[config.mk]
export PLATFORM = sky130hd
export DESIGN_NAME = arcade_ctrl_mux
export DESIGN_NICKNAME = d
export VERILOG_FILES = /design/src/rtl/arcade_ctrl_pkg.sv /design/src/rtl/ctrl_oneshot.sv /design/src/rtl/arcade_ctrl_mux.sv
export SDC_FILE = /design/constraint.sdc
export NUM_CORES = 1
export LEC_CHECK = 0
export CAP_MARGIN = 20
export CORE_MARGIN = 2
export CORE_UTILIZATION = 45
export CTS_CLUSTER_SIZE = 20
export DETAILED_ROUTE_END_ITERATION = 8
export PLACE_DENSITY = 0.83
export REMOVE_ABC_BUFFERS = 1
export SLEW_MARGIN = 20
export SYNTH_ARGS = -nofsm -noshare
export SYNTH_HDL_FRONTEND = slang
export SYNTH_SLANG_ARGS = --single-unit
[constraint.sdc]
create_clock -name clk_sys -period 3.8 [get_ports clk_sys]
set_input_delay 0.95 -clock clk_sys [delete_from_list [all_inputs] [get_ports clk_sys]]
set_output_delay 0.95 -clock clk_sys [all_outputs]
set_load 0.1 [all_outputs]
[src/rtl/arcade_ctrl_pkg.sv]
// Shared definitions for the arcade control front-end: joystick bit map, ctrl_n bit order, coin FSM states.
package arcade_ctrl_pkg;
  localparam int JOY_W  = 16;
  localparam int CTRL_W = 9;

  localparam int JOY_R      = 0;
  localparam int JOY_L      = 1;
  localparam int JOY_D      = 2;
  localparam int JOY_U      = 3;
  localparam int JOY_FIRE   = 4;
  localparam int JOY_FAST   = 5;
  localparam int JOY_START1 = 6;
  localparam int JOY_START2 = 7;
  localparam int JOY_COIN   = 8;
  localparam int JOY_PAUSE  = 9;

  localparam int C_RIGHT  = 0;
  localparam int C_LEFT   = 1;
  localparam int C_DOWN   = 2;
  localparam int C_UP     = 3;
  localparam int C_FIRE1  = 4;
  localparam int C_FIRE2  = 5;
  localparam int C_START1 = 6;
  localparam int C_START2 = 7;
  localparam int C_COIN   = 8;

  // Coin and pause history reset as "held" so a button held through reset is not seen as a new press.
  localparam logic [JOY_W-1:0] JOY_RST = 16'h0300;

  typedef enum logic [1:0] {C_IDLE, C_PULSE, C_LOCK} coin_st_t;
endpackage

[src/rtl/ctrl_oneshot.sv]
// Coin one-shot: rising edge -> COIN_CYCLES-cycle active-low pulse, then an equal lockout.
// Pulse starts one cycle after the edge is seen; edges arriving during PULSE or LOCK are dropped.
module ctrl_oneshot
  import arcade_ctrl_pkg::*;
#(
  parameter int COIN_CYCLES = 2_000_000
) (
  input  logic clk_sys,
  input  logic reset,
  input  logic btn,
  output logic pulse_n
);
  localparam int CW = $clog2(COIN_CYCLES + 1);
  localparam logic [CW-1:0] RELOAD = CW'(COIN_CYCLES - 1);

  coin_st_t      st_q, st_d;
  logic [CW-1:0] cnt_q, cnt_d;
  logic          prev_q, prev_d;
  logic          pulse_n_q, pulse_n_d;

  always_comb begin
    st_d   = st_q;
    cnt_d  = cnt_q;
    prev_d = btn;
    case (st_q)
      C_IDLE: begin
        if (btn && !prev_q) begin
          st_d  = C_PULSE;
          cnt_d = RELOAD;
        end
      end
      C_PULSE: begin
        if (cnt_q == '0) begin
          st_d  = C_LOCK;
          cnt_d = RELOAD;
        end else begin
          cnt_d = cnt_q - 1'b1;
        end
      end
      C_LOCK: begin
        if (cnt_q == '0) st_d = C_IDLE;
        else             cnt_d = cnt_q - 1'b1;
      end
      default: begin
        st_d  = C_IDLE;
        cnt_d = '0;
      end
    endcase
    pulse_n_d = (st_d != C_PULSE);
  end

  // prev resets high: a button held through reset must be released before it can fire
  always_ff @(posedge clk_sys or posedge reset) begin
    if (reset) begin
      st_q      <= C_IDLE;
      cnt_q     <= '0;
      prev_q    <= 1'b1;
      pulse_n_q <= 1'b1;
    end else begin
      st_q      <= st_d;
      cnt_q     <= cnt_d;
      prev_q    <= prev_d;
      pulse_n_q <= pulse_n_d;
    end
  end

  assign pulse_n = pulse_n_q;
endmodule

[src/rtl/arcade_ctrl_mux.sv]
// Arcade control front-end: DIP capture from ioctl, joysticks -> active-low vectors (1 cycle), coin pulses, pause toggle.
// Autofire on fast fire is built only when ARCADE_CTRL_AUTOFIRE_EN is defined; no backpressure anywhere.
module arcade_ctrl_mux
  import arcade_ctrl_pkg::*;
#(
  parameter int                   NUM_PLAYERS = 2,
  parameter int                   NUM_DIP     = 8,
  parameter logic [7:0]           DIP_INDEX   = 8'd254,
  parameter logic [NUM_DIP*8-1:0] DIP_DEFAULT = '1,
  parameter int                   COIN_CYCLES = 2_000_000,
  parameter int                   AF_HALF     = 666_666
) (
  input  logic                            clk_sys,
  input  logic                            reset,
  input  logic                            ioctl_wr,
  input  logic [7:0]                      ioctl_index,
  input  logic [24:0]                     ioctl_addr,
  input  logic [7:0]                      ioctl_dout,
  input  logic [NUM_PLAYERS*JOY_W-1:0]    joystick,
  output logic [NUM_PLAYERS*CTRL_W-1:0]   ctrl_n,
  output logic [NUM_DIP*8-1:0]            dip,
  output logic                            pause_req
);
  localparam int JW = NUM_PLAYERS * JOY_W;

  logic [JW-1:0]          joy_q, joy_d;
  logic [NUM_PLAYERS-1:0] fire_v, ff_v, coin_v, pause_v;
  logic [NUM_PLAYERS-1:0] coin_n, fire1_on, fire2_on;
  logic [NUM_PLAYERS-1:0] pause_prev_q, pause_prev_d;
  logic                   pause_req_q, pause_req_d;
  logic [NUM_DIP*8-1:0]   dip_q = DIP_DEFAULT;
  logic [NUM_DIP*8-1:0]   dip_d;
  logic                   unused_joy;

  always_comb begin
    dip_d = dip_q;
    if (ioctl_wr && ioctl_index == DIP_INDEX) begin
      for (int k = 0; k < NUM_DIP; k++) begin
        if (ioctl_addr == 25'(k)) dip_d[k*8 +: 8] = ioctl_dout;
      end
    end
  end

  // DIP switches survive core resets; only power-up sets them to the default.
  always_ff @(posedge clk_sys) begin
    dip_q <= dip_d;
  end

  always_comb begin
    joy_d   = joystick;
    fire_v  = '0;
    ff_v    = '0;
    coin_v  = '0;
    pause_v = '0;
    for (int p = 0; p < NUM_PLAYERS; p++) begin
      fire_v[p]  = joy_q[p*JOY_W + JOY_FIRE];
      ff_v[p]    = joy_q[p*JOY_W + JOY_FAST];
      coin_v[p]  = joy_q[p*JOY_W + JOY_COIN];
      pause_v[p] = joy_q[p*JOY_W + JOY_PAUSE];
    end
    pause_prev_d = pause_v;
    pause_req_d  = pause_req_q ^ (|(pause_v & ~pause_prev_q));
  end

  for (genvar p = 0; p < NUM_PLAYERS; p++) begin : g_coin
    ctrl_oneshot #(.COIN_CYCLES(COIN_CYCLES)) u_coin (
      .clk_sys (clk_sys),
      .reset   (reset),
      .btn     (coin_v[p]),
      .pulse_n (coin_n[p])
    );
  end

`ifdef ARCADE_CTRL_AUTOFIRE_EN
  localparam int AW = $clog2(AF_HALF + 1);
  localparam logic [AW-1:0] AF_LAST = AW'(AF_HALF - 1);

  logic [AW-1:0]          af_cnt_q, af_cnt_d, af_base;
  logic [NUM_PLAYERS-1:0] ff_prev_q, ff_rise, af_ph_q, af_ph_d, af_ph_now;
  logic                   af_wrap;

  // Any fast-fire press restarts the shared counter so the presser's first low half is full length.
  always_comb begin
    ff_rise   = ff_v & ~ff_prev_q;
    af_ph_now = af_ph_q & ~ff_rise;
    af_base   = (|ff_rise) ? '0 : af_cnt_q;
    af_wrap   = (af_base == AF_LAST);
    af_cnt_d  = af_wrap ? '0 : af_base + 1'b1;
    af_ph_d   = af_ph_now ^ {NUM_PLAYERS{af_wrap}};
    fire1_on  = fire_v | (ff_v & ~af_ph_now);
    fire2_on  = '0;
  end

  always_ff @(posedge clk_sys or posedge reset) begin
    if (reset) begin
      af_cnt_q  <= '0;
      ff_prev_q <= '0;
      af_ph_q   <= '0;
    end else begin
      af_cnt_q  <= af_cnt_d;
      ff_prev_q <= ff_v;
      af_ph_q   <= af_ph_d;
    end
  end
`else
  localparam int af_half_unused = AF_HALF;

  always_comb begin
    fire1_on = fire_v;
    fire2_on = ff_v;
  end
`endif

  always_comb begin
    ctrl_n = '1;
    for (int p = 0; p < NUM_PLAYERS; p++) begin
      ctrl_n[p*CTRL_W + C_RIGHT]  = ~joy_q[p*JOY_W + JOY_R];
      ctrl_n[p*CTRL_W + C_LEFT]   = ~joy_q[p*JOY_W + JOY_L];
      ctrl_n[p*CTRL_W + C_DOWN]   = ~joy_q[p*JOY_W + JOY_D];
      ctrl_n[p*CTRL_W + C_UP]     = ~joy_q[p*JOY_W + JOY_U];
      ctrl_n[p*CTRL_W + C_FIRE1]  = ~fire1_on[p];
      ctrl_n[p*CTRL_W + C_FIRE2]  = ~fire2_on[p];
      ctrl_n[p*CTRL_W + C_START1] = ~joy_q[p*JOY_W + JOY_START1];
      ctrl_n[p*CTRL_W + C_START2] = ~joy_q[p*JOY_W + JOY_START2];
      ctrl_n[p*CTRL_W + C_COIN]   = coin_n[p];
    end
  end

  always_ff @(posedge clk_sys or posedge reset) begin
    if (reset) begin
      joy_q        <= {NUM_PLAYERS{JOY_RST}};
      pause_prev_q <= '1;
      pause_req_q  <= 1'b0;
    end else begin
      joy_q        <= joy_d;
      pause_prev_q <= pause_prev_d;
      pause_req_q  <= pause_req_d;
    end
  end

  assign unused_joy = ^joy_q;
  assign dip        = dip_q;
  assign pause_req  = pause_req_q;
endmodule

==> results.json, run 1 <==
{
  "outcome": "finished clean",
  "post_cts.repair.setup_buffers": 0,
  "vias_per_cell": 5.42,
  "fp.dieH_um": 117,
  "final_antenna_net_count": 0,
  "grt-ovfl-total": 0,
  "yosysMostFrequentCell": "edfxtp_1",
  "htree_levels": 4,
  "die-area_um2": 13800,
  "cp_max_fo": 1,
  "period_minus_slack_ns": 2.93,
  "slew_headroom_pct": 29.3,
  "num_rows": 41,
  "hp-class": "reg -> reg",
  "hold_buffers": 0,
  "die_w_um": 117,
  "io_pins": 159,
  "cp.arrival_ns": 1.98,
  "cts_tree": "yes",
  "grt_pass1_wl_mm": 23.6,
  "start_util_pct": 46.0,
  "leakage_nw": 3.06,
  "multi_input_comb_area_um2": 1820,
  "port_buffers": 146,
  "num_vias": 4477,
  "grt_use_total_pct": 21.7,
  "synth_top_area_share_pct": 33.2,
  "synth_area_leader_cell": "edfxtp_1",
  "start_kind": "register",
  "syn_area_per_cell_um2": 12.0,
  "reg2reg_depth": 8,
  "firstDrtPassIters": 4,
  "path_delay_family": "buffers and inverters",
  "setup_viol": 0,
  "async_flop_share_pct": 53.3,
  "clk_path_buf_depth": 2,
  "vdd_drop_max_mv": 0.338,
  "cts_root_buf": "clkbuf_16",
  "seq_power_share_pct": 45.9,
  "synth-main-ff-cell": "edfxtp_1",
  "rr_endpoint": "g_coin[0].u_coin.cnt_q[9]",
  "rrSetupSlack_ns": 0.96,
  "slew_viol_final": 0,
  "gp_congestion": 0.918,
  "crit_required_ns": 2.85,
  "grt_max_degree": 45,
  "power.internal_mw": 2.91,
  "min_to": "g_coin[0].u_coin.prev_q",
  "power_frac_comb_pct": 16.7,
  "cts_sinks": 137,
  "grt_setup_unrepaired": "no",
  "synth.top_cells.by_count": "64 x edfxtp_1, 63 x dfrtp_1, 46 x nor2_1",
  "cp_slowest_stage_delay_ns": 1.19,
  "nets": 718,
  "synthCells": 481,
  "max_freq_ghz": 0.341,
  "critPathKind": "reg -> out",
  "setup_slack_ns": 0.868,
  "pre_cts_slack_ns": 0.750,
  "drt_iter0_drc": 255,
  "synth_edf_count": 64,
  "final-hold-violation-count": 0,
  "r2r_start": "g_coin[0].u_coin.cnt_q[0]",
  "area_growth_pct": 39.0,
  "critPathBufInv": 1,
  "period_share_pct": 77.2,
  "post_cts_resized": 0,
  "insertion_delay_ns": 0.42,
  "clkSlewWorstSetupHoldPaths_ns": 0.06,
  "min_from": "joy_q[8]",
  "tightest_slew_ns": 1.06,
  "power_mw": 4.20,
  "drive_above_1_share_pct": 10.7,
  "clock_skew_ns": 0.00706,
  "p_sw_mw": 1.29,
  "ys_ff_latch": 137,
  "antenna_found_initial": 1,
  "yosysWarnings": 0,
  "hpwl_mm": 10.2,
  "ys_top_cells_by_area": "edfxtp_1 33%, dfrtp_1 27%, dfstp_2 4.5%",
  "core_um2": 12600,
  "seq_area_frac_synth_pct": 65.1,
  "cp_slowest_cell": "clkdlybuf4s50_1",
  "cap_violations": 0,
  "power_density_nw_per_um2": 523,
  "seq_area_um2": 3760,
  "worstHoldPathCells": 0,
  "syn_area_um2": 5780,
  "grt_pass1_vias": 4525,
  "synth.distinct_cells": 62,
  "path_cells": "clkdlybuf4s50_1",
  "wirelength_mm": 14.4,
  "crit_path_end_kind": "output port",
  "drc_errors": 0,
  "power_frac_clock_pct": 37.5,
  "nFillCells": 916,
  "routedWlPerCell_um": 17.4,
  "finalSetupTns_ns": 0,
  "numCtsBuffers": 17,
  "p_sw_share_pct": 30.8
}
-- state kept, by name, summed over array words and instances, names as in the netlist --
signal	count
g_coin.u_coin.cnt_q	42
joy_q	20
g_coin.u_coin.pulse_n	2
g_coin.u_coin.prev_q	2
g_coin.u_coin.st_q	4
pause_prev_q	2
dip	64
pause_req	1
-- power by group through the flow --
stage	clock (mW)	sequential [mW]	combinational (mW)
6_report	1.57	1.93	0.700
3_5_place_dp	0	1.94	0.689
3_3_place_gp	0	1.93	0.654
5_1_grt	1.67	1.96	0.777
4_1_cts	1.60	1.92	0.696
2_1_floorplan	0	1.94	0.459
-- placed cells by master, fill, tap and decap left out, drive strengths merged, types with 4 or more instances in the layout --
cell type / n
inv: 43
nor4: 12
or3: 11
dfstp: 10
o21ai: 19
clkdlybuf4s50: 144
o22ai: 5
or2: 4
a311oi: 5
and2: 4
o211ai: 5
clkinv: 4
xnor2: 15
nand2: 36
dfrtp: 63
nand2b: 11
edfxtp: 64
a21oi: 18
buf: 11
nor2b: 4
nand4: 8
o311ai: 4
nor3: 24
maj3: 4
nor2: 46
nand3: 9
clkbuf: 17
a31oi: 8
xor2: 4
-- area by class of cell --
| type | count | area share (%) |
|---|---|---|
| Antenna cell | 1 | 0.0312 |
| Clock buffer | 17 | 5.30 |
| Clock inverter | 15 | 1.87 |
| Inverter | 33 | 1.54 |
| Multi-Input combinational cell | 296 | 22.6 |
| Sequential cell | 137 | 46.8 |
| Tap cell | 172 | 2.68 |
| Timing Repair Buffer | 155 | 19.1 |
-- logic make-up (layout without fill, tap and decap cells) --
group,after synthesis,count (layout),share of synthesized area [%]
AOI/OAI and AO/OA,87,87,10.7
xor gates and xnor gates,19,19,2.88
adders and majority gates,6,6,1.13
buffers and inverters,48,220,3.48
DFF,137,137,65.1
muxes,1,1,0.173
other,0,1,0
and+or+nand+nor,183,183,16.6
-- how the worst max path moves through the flow --
stage | cells past startpoint | from | to | slack (ns)
floorplan | 1 | reset | g_coin[0].u_coin.cnt_q[0] | 1.01
global placement | 7 | ioctl_addr[3] | dip[33] | 0.79
detailed placement | 7 | ioctl_addr[3] | dip[38] | 0.75
CTS | 1 | dip[53] | dip[53] | 0.85
global route | 8 | g_coin[0].u_coin.cnt_q[0] | g_coin[0].u_coin.cnt_q[9] | 0.81
finish | 1 | dip[53] | dip[53] | 0.87
-- metal layers --
| layer | vias to the layer above | track usage (%) | part of all wire [%] | wire [µm] |
|---|---|---|---|---|
| met5 | - | 0 | 0 | 0 |
| met4 | 0 | 10.9 | 2.3 | 333 |
| met3 | 27 | 4.33 | 4.8 | 694 |
| met2 | 164 | 37.6 | 53 | 7690 |
| met1 | 2199 | 25.6 | 39 | 5690 |
| li1 | 2087 | - | - | - |
-- metrics by stage --
step	hold WS (ns)	cells	util (%)	area (µm²)
after floorplan	0.354	466	-	5700
after global placement	0.356	793	59.3	7450
after detailed placement	0.357	793	59.3	7450
after CTS	0.366	825	63.9	8030
after global routing	0.369	826	63.9	8030
final	0.366	826	63.9	8030
Note: power is estimated with default switching activity, not from simulation.
==> inputs of run 2 (changes only) <==
==> constraint.sdc (replaced) <==
create_clock -name clk_sys -period 3 [get_ports clk_sys]
set_input_delay 0.75 -clock clk_sys [delete_from_list [all_inputs] [get_ports clk_sys]]
set_output_delay 0.75 -clock clk_sys [all_outputs]
set_load 0.1 [all_outputs]
==> results.json, run 2 (synthesized netlist as in run 1, its figures left out) <==
{
  "num_rows": 41,
  "vias_per_cell": 5.51,
  "post_cts_resized": 0,
  "cp_max_fo": 8,
  "grt_pass1_wl_mm": 23.3,
  "cap_violations": 0,
  "crit_path_start": "g_coin[0].u_coin.cnt_q[0]",
  "placedInstanceArea_um2": 7270,
  "clkSlewWorstSetupHoldPaths_ns": 0.06,
  "numCtsBuffers": 17,
  "cp.arrival_ns": 3.06,
  "num_vias": 4561,
  "reg2reg_depth": 8,
  "final_antenna_net_count": 0,
  "hpwl_mm": 10.3,
  "vdd_drop_max_mv": 0.414,
  "period_share_pct": 92.2,
  "grt_max_degree": 48,
  "postLayoutCoreUtil_pct": 62.7,
  "slew_headroom_pct": 51.6,
  "use_met2_pct": 37.4,
  "finalSetupTns_ns": 0,
  "drc_errors": 0,
  "top_usage_layer": "met2",
  "grt_pass1_vias": 4565,
  "min_from": "joy_q[24]",
  "post_cts.repair.setup_buffers": 0,
  "layout_common_cells": "94 x buf_4, 64 x edfxtp_1, 63 x dfrtp_1, 63 x clkdlybuf4s50_1, 46 x nor2_1",
  "gp_congestion": 0.919,
  "leakage_nw": 3.16,
  "htree_levels": 4,
  "io_pins": 159,
  "drive_above_1_share_pct": 23.5,
  "hold_ws_ns": 0.365,
  "critPathBufInv": 1,
  "cp_slowest_stage_delay_ns": 0.67,
  "stdcell_area_um2": 7880,
  "crit_path_end_kind": "register",
  "cp_slowest_cell": "o41ai_4",
  "wirelength_mm": 14.3,
  "die_w_um": 117,
  "outcome": "finished clean",
  "grt_use_total_pct": 21.2,
  "die-area_um2": 13800,
  "setup_viol": 0,
  "power_density_nw_per_um2": 688,
  "max_freq_ghz": 0.361,
  "antenna_found_initial": 0,
  "clock_skew_ns": 0.00745,
  "layout_commonest_cell": "buf_4",
  "area_growth_pct": 36.3,
  "period_minus_slack_ns": 2.77,
  "final-hold-violation-count": 0,
  "grt_setup_unrepaired": "no",
  "routedWlPerCell_um": 17.3,
  "firstDrtPassIters": 7,
  "worstHoldPathCells": 0,
  "hp-class": "reg -> reg",
  "grtUsageMet3_pct": 4.82,
  "grt-ovfl-total": 0,
  "rr_endpoint": "g_coin[0].u_coin.cnt_q[9]",
  "clk_path_buf_depth": 2,
  "critPathKind": "reg -> reg",
  "hold_buffers": 0,
  "fp.dieH_um": 117,
  "tightest_slew_ns": 0.726,
  "rrSetupSlack_ns": 0.23,
  "start_util_pct": 46.0,
  "path_delay_family": "simple AND/OR/NAND/NOR gates",
  "core_um2": 12600,
  "largest_register_ff_count": 64,
  "slew_viol_final": 0,
  "r2r_start": "g_coin[0].u_coin.cnt_q[0]",
  "cts_root_buf": "clkbuf_16",
  "cts_sinks": 137,
  "drt_iter0_drc": 255,
  "use_met1_pct": 25.3,
  "start_kind": "register",
  "antennaDiodeCount": 0,
  "port_buffers": 146,
  "nets": 721,
  "insertion_delay_ns": 0.41,
  "cts_tree": "yes",
  "path_cells": "inv_1 > ha_1 > nor4b_2 > nand4b_1 > o41ai_4 > nor3_1 > xnor2_1 > nor2_1",
  "crit_required_ns": 3.30,
  "min_to": "g_coin[1].u_coin.prev_q"
}
-- run 2: stage by stage --
stage / setup slack [ns] / std cells / total power [mW]
6_report: 0.234 / 828 / 5.42
3_3_place_gp: 0.198 / 796 / 3.27
5_1_grt: 0.0690 / 828 / 5.66
2_1_floorplan: 0.413 / 466 / 3.03
4_1_cts: 0.269 / 828 / 5.45
3_5_place_dp: 0.0809 / 796 / 3.33
-- run 2: power breakdown --
group          switching (mW)  leakage (nW)  internal (mW)
clock                   0.842         0.296           1.26
combinational           0.488          1.44          0.395
sequential              0.252          1.42           2.18
-- run 2: final cells by class --
type                       instances  area [µm²]
clock buffer                      17         425
timing repair buffer             158        1360
fill                             917        4690
inverter                          33         124
clock inverter                    15         179
sequential                       137        3760
tap                              172         215
multi-input combinational        296        1820
-- run 2: worst max path at each step --
stage                                           end  slack [ns]  cells after the start
after floorplan           g_coin[0].u_coin.cnt_q[0]        0.41                      1
after global placement                       dip[5]        0.20                      7
after detailed placement                    dip[38]        0.08                      7
after CTS                 g_coin[0].u_coin.cnt_q[9]        0.27                      8
after global routing      g_coin[0].u_coin.cnt_q[9]        0.07                      8
final                     g_coin[0].u_coin.cnt_q[9]        0.23                      8
-- run 2: worst register-to-register path, cell delays in order (launching register included) --
cell and delay [ns]:
dfrtp_1 0.44, inv_1 0.11, ha_1 0.27, nor4b_2 0.35
nand4b_1 0.39, o41ai_4 0.68, nor3_1 0.16, xnor2_1 0.20
nor2_1 0.06
-- run 2: layer usage --
metal  share of wire (%)  wire (µm)
met2                  53       7610
met5                   0          0
met1                  40       5720
met3                 4.6        653
met4                 2.4        343
